$ cat src/rtl/sevenseg_bus_decoder.sv
// Passive reader for a multiplexed active-low seven-segment bus: waits for a steady
// single-anode phase, decodes the segments back to hex and keeps one value per digit.
module sevenseg_bus_decoder #(
    parameter int STABLE_CYCLES = 4,
    parameter int NDIG          = 4
) (
    input  logic                clk,
    input  logic                rst,
    input  logic [6:0]          seg,
    input  logic [NDIG-1:0]     an,
    input  logic                clr_err,
    output logic [4*NDIG-1:0]   digits,
    output logic [NDIG-1:0]     digit_valid,
    output logic                frame_done,
    output logic                err
);

    typedef enum logic [1:0] {S_WAIT, S_ARM, S_HOLD} state_t;

    localparam logic [7:0] STABLE_W = 8'(STABLE_CYCLES);

    state_t              state_q, state_d;
    logic [6:0]          seg_q;
    logic [NDIG-1:0]     an_q;
    logic [7:0]          cnt_q, cnt_d;
    logic [4*NDIG-1:0]   digits_q, digits_d;
    logic [NDIG-1:0]     valid_q, valid_d;
    logic [NDIG-1:0]     seen_q, seen_d;
    logic                fd_q, fd_d;
    logic                err_q, err_d;

    logic                chg;
    logic                cap_edge;
    logic [NDIG-1:0]     an_low;
    logic                blank;
    logic                one_hot;
    logic [4:0]          dec;
    logic [NDIG-1:0]     dig_upd;

    // Returns {legal, value} for an active-high g..a segment pattern.
    function automatic logic [4:0] decode(input logic [6:0] p);
        case (p)
            7'b0111111: decode = 5'h10;
            7'b0000110: decode = 5'h11;
            7'b1011011: decode = 5'h12;
            7'b1001111: decode = 5'h13;
            7'b1100110: decode = 5'h14;
            7'b1101101: decode = 5'h15;
            7'b1111101: decode = 5'h16;
            7'b0000111: decode = 5'h17;
            7'b1111111: decode = 5'h18;
            7'b1101111: decode = 5'h19;
            7'b1110111: decode = 5'h1A;
            7'b1111100: decode = 5'h1B;
            7'b0111001: decode = 5'h1C;
            7'b1011110: decode = 5'h1D;
            7'b1111001: decode = 5'h1E;
            7'b1110001: decode = 5'h1F;
            default:    decode = 5'h00;
        endcase
    endfunction

    // The incoming sample is compared with the held one, so the capture lands on
    // the (STABLE_CYCLES+1)th edge counting the edge that registers the new bus.
    assign chg      = {seg, an} != {seg_q, an_q};
    assign cap_edge = !chg && (cnt_q == STABLE_W - 8'd1);
    assign an_low   = ~an_q;
    assign blank    = (an_low == '0);
    assign one_hot  = !blank && ((an_low & (an_low - 1'b1)) == '0);
    assign dec      = decode(~seg_q);

    for (genvar gi = 0; gi < NDIG; gi++) begin : g_upd
        assign dig_upd[gi] = one_hot && an_low[gi];
    end

    always_comb begin
        cnt_d = cnt_q;
        if (chg)
            cnt_d = 8'd0;
        else if (cnt_q < STABLE_W)
            cnt_d = cnt_q + 8'd1;
    end

    always_comb begin
        state_d  = state_q;
        digits_d = digits_q;
        valid_d  = valid_q;
        seen_d   = seen_q;
        fd_d     = 1'b0;
        err_d    = err_q & ~clr_err;
        case (state_q)
            S_WAIT: if (chg) state_d = S_ARM;
            S_ARM: begin
                if (cap_edge) begin
                    if (blank) begin
                        state_d = S_WAIT;
                    end else begin
                        state_d = S_HOLD;
                        if (!one_hot)
                            err_d = 1'b1;
                        for (int i = 0; i < NDIG; i++) begin
                            if (dig_upd[i]) begin
                                seen_d[i] = 1'b1;
                                if (dec[4]) begin
                                    digits_d[4*i +: 4] = dec[3:0];
                                    valid_d[i]         = 1'b1;
                                end else begin
                                    valid_d[i] = 1'b0;
                                    err_d      = 1'b1;
                                end
                            end
                        end
                    end
                end
            end
            S_HOLD: if (chg) state_d = S_ARM;
            default: state_d = S_WAIT;
        endcase
        if (&seen_d) begin
            fd_d   = 1'b1;
            seen_d = '0;
        end
    end

    always_ff @(posedge clk or posedge rst) begin
        if (rst) begin
            state_q  <= S_WAIT;
            seg_q    <= '1;
            an_q     <= '1;
            cnt_q    <= 8'd0;
            digits_q <= '0;
            valid_q  <= '0;
            seen_q   <= '0;
            fd_q     <= 1'b0;
            err_q    <= 1'b0;
        end else begin
            state_q  <= state_d;
            seg_q    <= seg;
            an_q     <= an;
            cnt_q    <= cnt_d;
            digits_q <= digits_d;
            valid_q  <= valid_d;
            seen_q   <= seen_d;
            fd_q     <= fd_d;
            err_q    <= err_d;
        end
    end

    assign digits      = digits_q;
    assign digit_valid = valid_q;
    assign frame_done  = fd_q;
    assign err         = err_q;

endmodule

$ cat config.mk
export PLATFORM = sky130hd
export DESIGN_NAME = sevenseg_bus_decoder
export DESIGN_NICKNAME = d
export VERILOG_FILES = /design/src/rtl/sevenseg_bus_decoder.sv
export SDC_FILE = /design/constraint.sdc
export NUM_CORES = 1
export LEC_CHECK = 0
export CORE_ASPECT_RATIO = 0.9
export CORE_MARGIN = 2
export CORE_UTILIZATION = 45
export CTS_BUF_LIST = sky130_fd_sc_hd__clkbuf_4 sky130_fd_sc_hd__clkbuf_8
export DETAILED_ROUTE_END_ITERATION = 10
export MAX_ROUTING_LAYER = met4
export PLACE_DENSITY_LB_ADDON = 0.3
export SYNTH_ARGS = -nofsm -noshare
export SYNTH_HDL_FRONTEND = slang
export SYNTH_SLANG_ARGS = --single-unit
$ cat constraint.sdc
create_clock -name clk -period 3.07 [get_ports clk]
set_input_delay 0.614 -clock clk [delete_from_list [all_inputs] [get_ports clk]]
set_output_delay 0.614 -clock clk [all_outputs]
set_load 0.03 [all_outputs]
==> metrics.cfg <==
[run_status]
status=complete, no violations

[yosys]
syn_avg_cell_area_um2=11.8
ys_types=56
ys_seq_area_share_pct=48.9
synthCells=206
async_reset_ff_share_pct=100
netlist_area_um2=2430
ys_warn_count=0
synth_edf_count=0
synthFlopType=dfrtp_1
synth_nets=221
ys_seq_elements=47

[global_routing]
track_usage_pct=18.3
grt_first_pass_wirelength_um=7960
grt_max_degree=23
grt_remaining_overflow=0
antenna_found_initial=0
grt_pass1_vias=1606

[route]
drtAntennaViolNets=0
wl_um=4830
wl_per_cell_um=15.5
drcViolationCount=0
via_per_inst=5.44
num_vias=1693
drtPass1Iterations=4
drtIter0Drc=105

[power]
powerDensity_nw_per_um2=393
p_leak_nw=1.25
max-vdd-ir-drop_v=0.000250

[sta]
tightest_slew_ns=0.770
slew_viol_final=0
slew_headroom_pct=48.0
fin_tns_setup_ns=0
post-route-min-period_ns=2.52
max_freq_mhz=397
hold_viol=0
fin_skew_ns=0.0108
setup_violations=0
rsz0062_at_grt=no
worst_slack_ns=0.550
finalCritPeriodShare_pct=82.1

[critical_path]
max_stage_delay_ns=0.61
startpoint_type=input port
cp_max_fo=7
startpoint=seg[2]
crit_path_cell_trace=clkdlybuf4s50_1, xnor2_4, nand4_4, or4_4, a21oi_4, mux2_4
crit_arrival_ns=2.72
cp_top_family=simple AND/OR/NAND/NOR gates
critical_path_class=input port to flip-flop
end_kind=flip-flop
slowest_stage=or4_4
cp.required_ns=3.27
cp.buffers_inverters=1
reg2reg_from=seg_q[3]

[place]
gp_congestion=0.756
port_buffers=35
place_ws_ns=0.216
place_hpwl_um=3400

[clock_tree]
root_buffer=clkbuf_8
clock_sinks=47
cts_tree=built
hold_buffers=0
cts_setup_buffers=0
cts_resized=0
path_clk_slew_ns=0.09
numCtsBuffers=5
clock_latency_ns=0.31
htreeDepth=2
clockBufferDepth=2

[floorplanning]
io_pins=36
core.rowCount=25
core_area_um2=5220
dieArea_um2=6020
dieHeight_um=73.8
die_w_um=81.5
initial_core_util_pct=46.6

[layout]
num-nets-final=258
syn2layout_area_growth_pct=21.0
fillers=460
drive_gt1_share_pct=23.0
diodes=0

[hold_path]
hp-start=err
hold_class=flip-flop to flip-flop

[job]
drv_cap=0

cell type report:
type                       instances  area [µm²]  share of cell area, %
tap                               67        83.8                   2.85
multi-input combinational        144        1170                   39.8
sequential                        47        1190                   40.4
inverter                           6        22.5                  0.764
clock buffer                       5        68.8                   2.34
clock inverter                     3        27.5                  0.934
timing repair buffer              39         380                   12.9
cell families (layout without fill, tap and decap cells):
logic type	count (synthesis)	after routing	share of synthesized area [%]
XOR/XNOR	15	15	6.48
AND/OR/NAND/NOR	74	74	22.7
adder cells (fa/ha/maj)	1	1	0.514
AO/OA/AOI/OAI	41	41	12.1
multiplexers	13	13	6.42
buffers and inverters	15	53	2.93
flip-flops	47	47	48.9
Yosys cell counts (3+ instances only):
cell type / count / area (µm²)
nor2b_1: 5 / 31.3
xnor2_1: 11 / 96.3
nor4_4: 4 / 85.1
mux2_4: 3 / 45.0
a21oi_1: 11 / 55.1
dfstp_2: 11 / 289
inv_1: 6 / 22.5
and2_1: 5 / 31.3
nand3_1: 3 / 15.0
buf_2: 6 / 30.0
mux2_2: 9 / 101
o21ai_0: 6 / 30.0
dfrtp_1: 36 / 901
nand2b_1: 3 / 18.8
and4b_1: 3 / 30.0
o22a_1: 4 / 35.0
nand4_1: 6 / 37.5
nor3b_1: 4 / 30.0
nand2_1: 10 / 37.5
nor2_1: 12 / 45.0
path summary, 6_finish.rpt:
kind | endpoint | cells after the start | slack [ns]
worst min-delay path | err | 2 | 0.51
worst min register to register | err | 2 | 0.51
worst max register to register | digits[1] | 5 | 0.68
min in group asynchronous | seen_q[2] | 2 | 0.55
max in group asynchronous | seg_q[1] | 3 | 1.88
worst max-delay path | digits[1] | 6 | 0.55
per-layer routing:
| layer | routed length [µm] | share of wire, % | GRT usage, % | up-vias |
|---|---|---|---|---|
| li1 | - | - | - | 828 |
| met1 | 2360 | 49 | 25.0 | 817 |
| met2 | 2180 | 45 | 27.0 | 40 |
| met3 | 221 | 4.6 | 3.81 | 8 |
| met4 | 70 | 1.4 | 6.78 | 0 |
| met5 | 0 | 0 | - | - |
layout by cell type (no fill, tap or decap), types with 2 or more instances in the layout:
| master | n |
|---|---|
| nand3_1 | 3 |
| mux2_2 | 9 |
| nand4b_1 | 2 |
| nand4_4 | 2 |
| a22oi_1 | 2 |
| o21ai_2 | 2 |
| nor4_4 | 4 |
| nor2_1 | 12 |
| dfstp_2 | 11 |
| and4b_1 | 3 |
| nor4b_1 | 2 |
| a21oi_1 | 11 |
| inv_1 | 5 |
| o22a_1 | 4 |
| nor3b_1 | 4 |
| nor3_1 | 2 |
| o21ai_0 | 6 |
| and2_1 | 5 |
| and4bb_2 | 2 |
| nand2b_1 | 3 |
| a21bo_2 | 2 |
| nand4_1 | 6 |
| o22ai_1 | 2 |
| xnor2_1 | 11 |
| dfrtp_1 | 36 |
| clkbuf_8 | 5 |
| nor2b_1 | 5 |
| mux2_4 | 3 |
| nand2_1 | 10 |
| xor2_1 | 2 |
| buf_4 | 4 |
| or3_1 | 2 |
| clkdlybuf4s50_1 | 35 |
power by group:
group / leakage (nW) / internal [mW] / switching [mW] / total [mW]
registers: 0.588 / 0.633 / 0.0231 / 0.656
logic: 0.614 / 0.0477 / 0.0513 / 0.0990
clock network: 0.0467 / 0.169 / 0.233 / 0.402
total: 1.25 / 0.850 / 0.307 / 1.16
sequential cells by signal, summed over array words and instances (netlist names):
name	count
seen_q	4
an_q	4
err	1
digits	16
digit_valid	4
seg_q	7
frame_done	1
cnt_q	8
state_q	2
through the flow:
step	std cells	utilization (%)	area, µm²	total power, mW	hold WS (ns)
after floorplan	206	-	2430	0.732	0.481
after global routing	311	56.4	2950	1.21	0.526
after detailed placement	303	54.6	2850	0.767	0.480
after global placement	303	54.6	2850	0.766	0.484
final	311	56.4	2950	1.16	0.512
after CTS	311	56.4	2950	1.17	0.510
worst min-delay path, stage by stage, from the launching register on:
cell and delay (ns):
dfrtp_1 0.37, nand2b_1 0.06, o31ai_1 0.06
No activity file was read; power rests on OpenSTA's default activity.
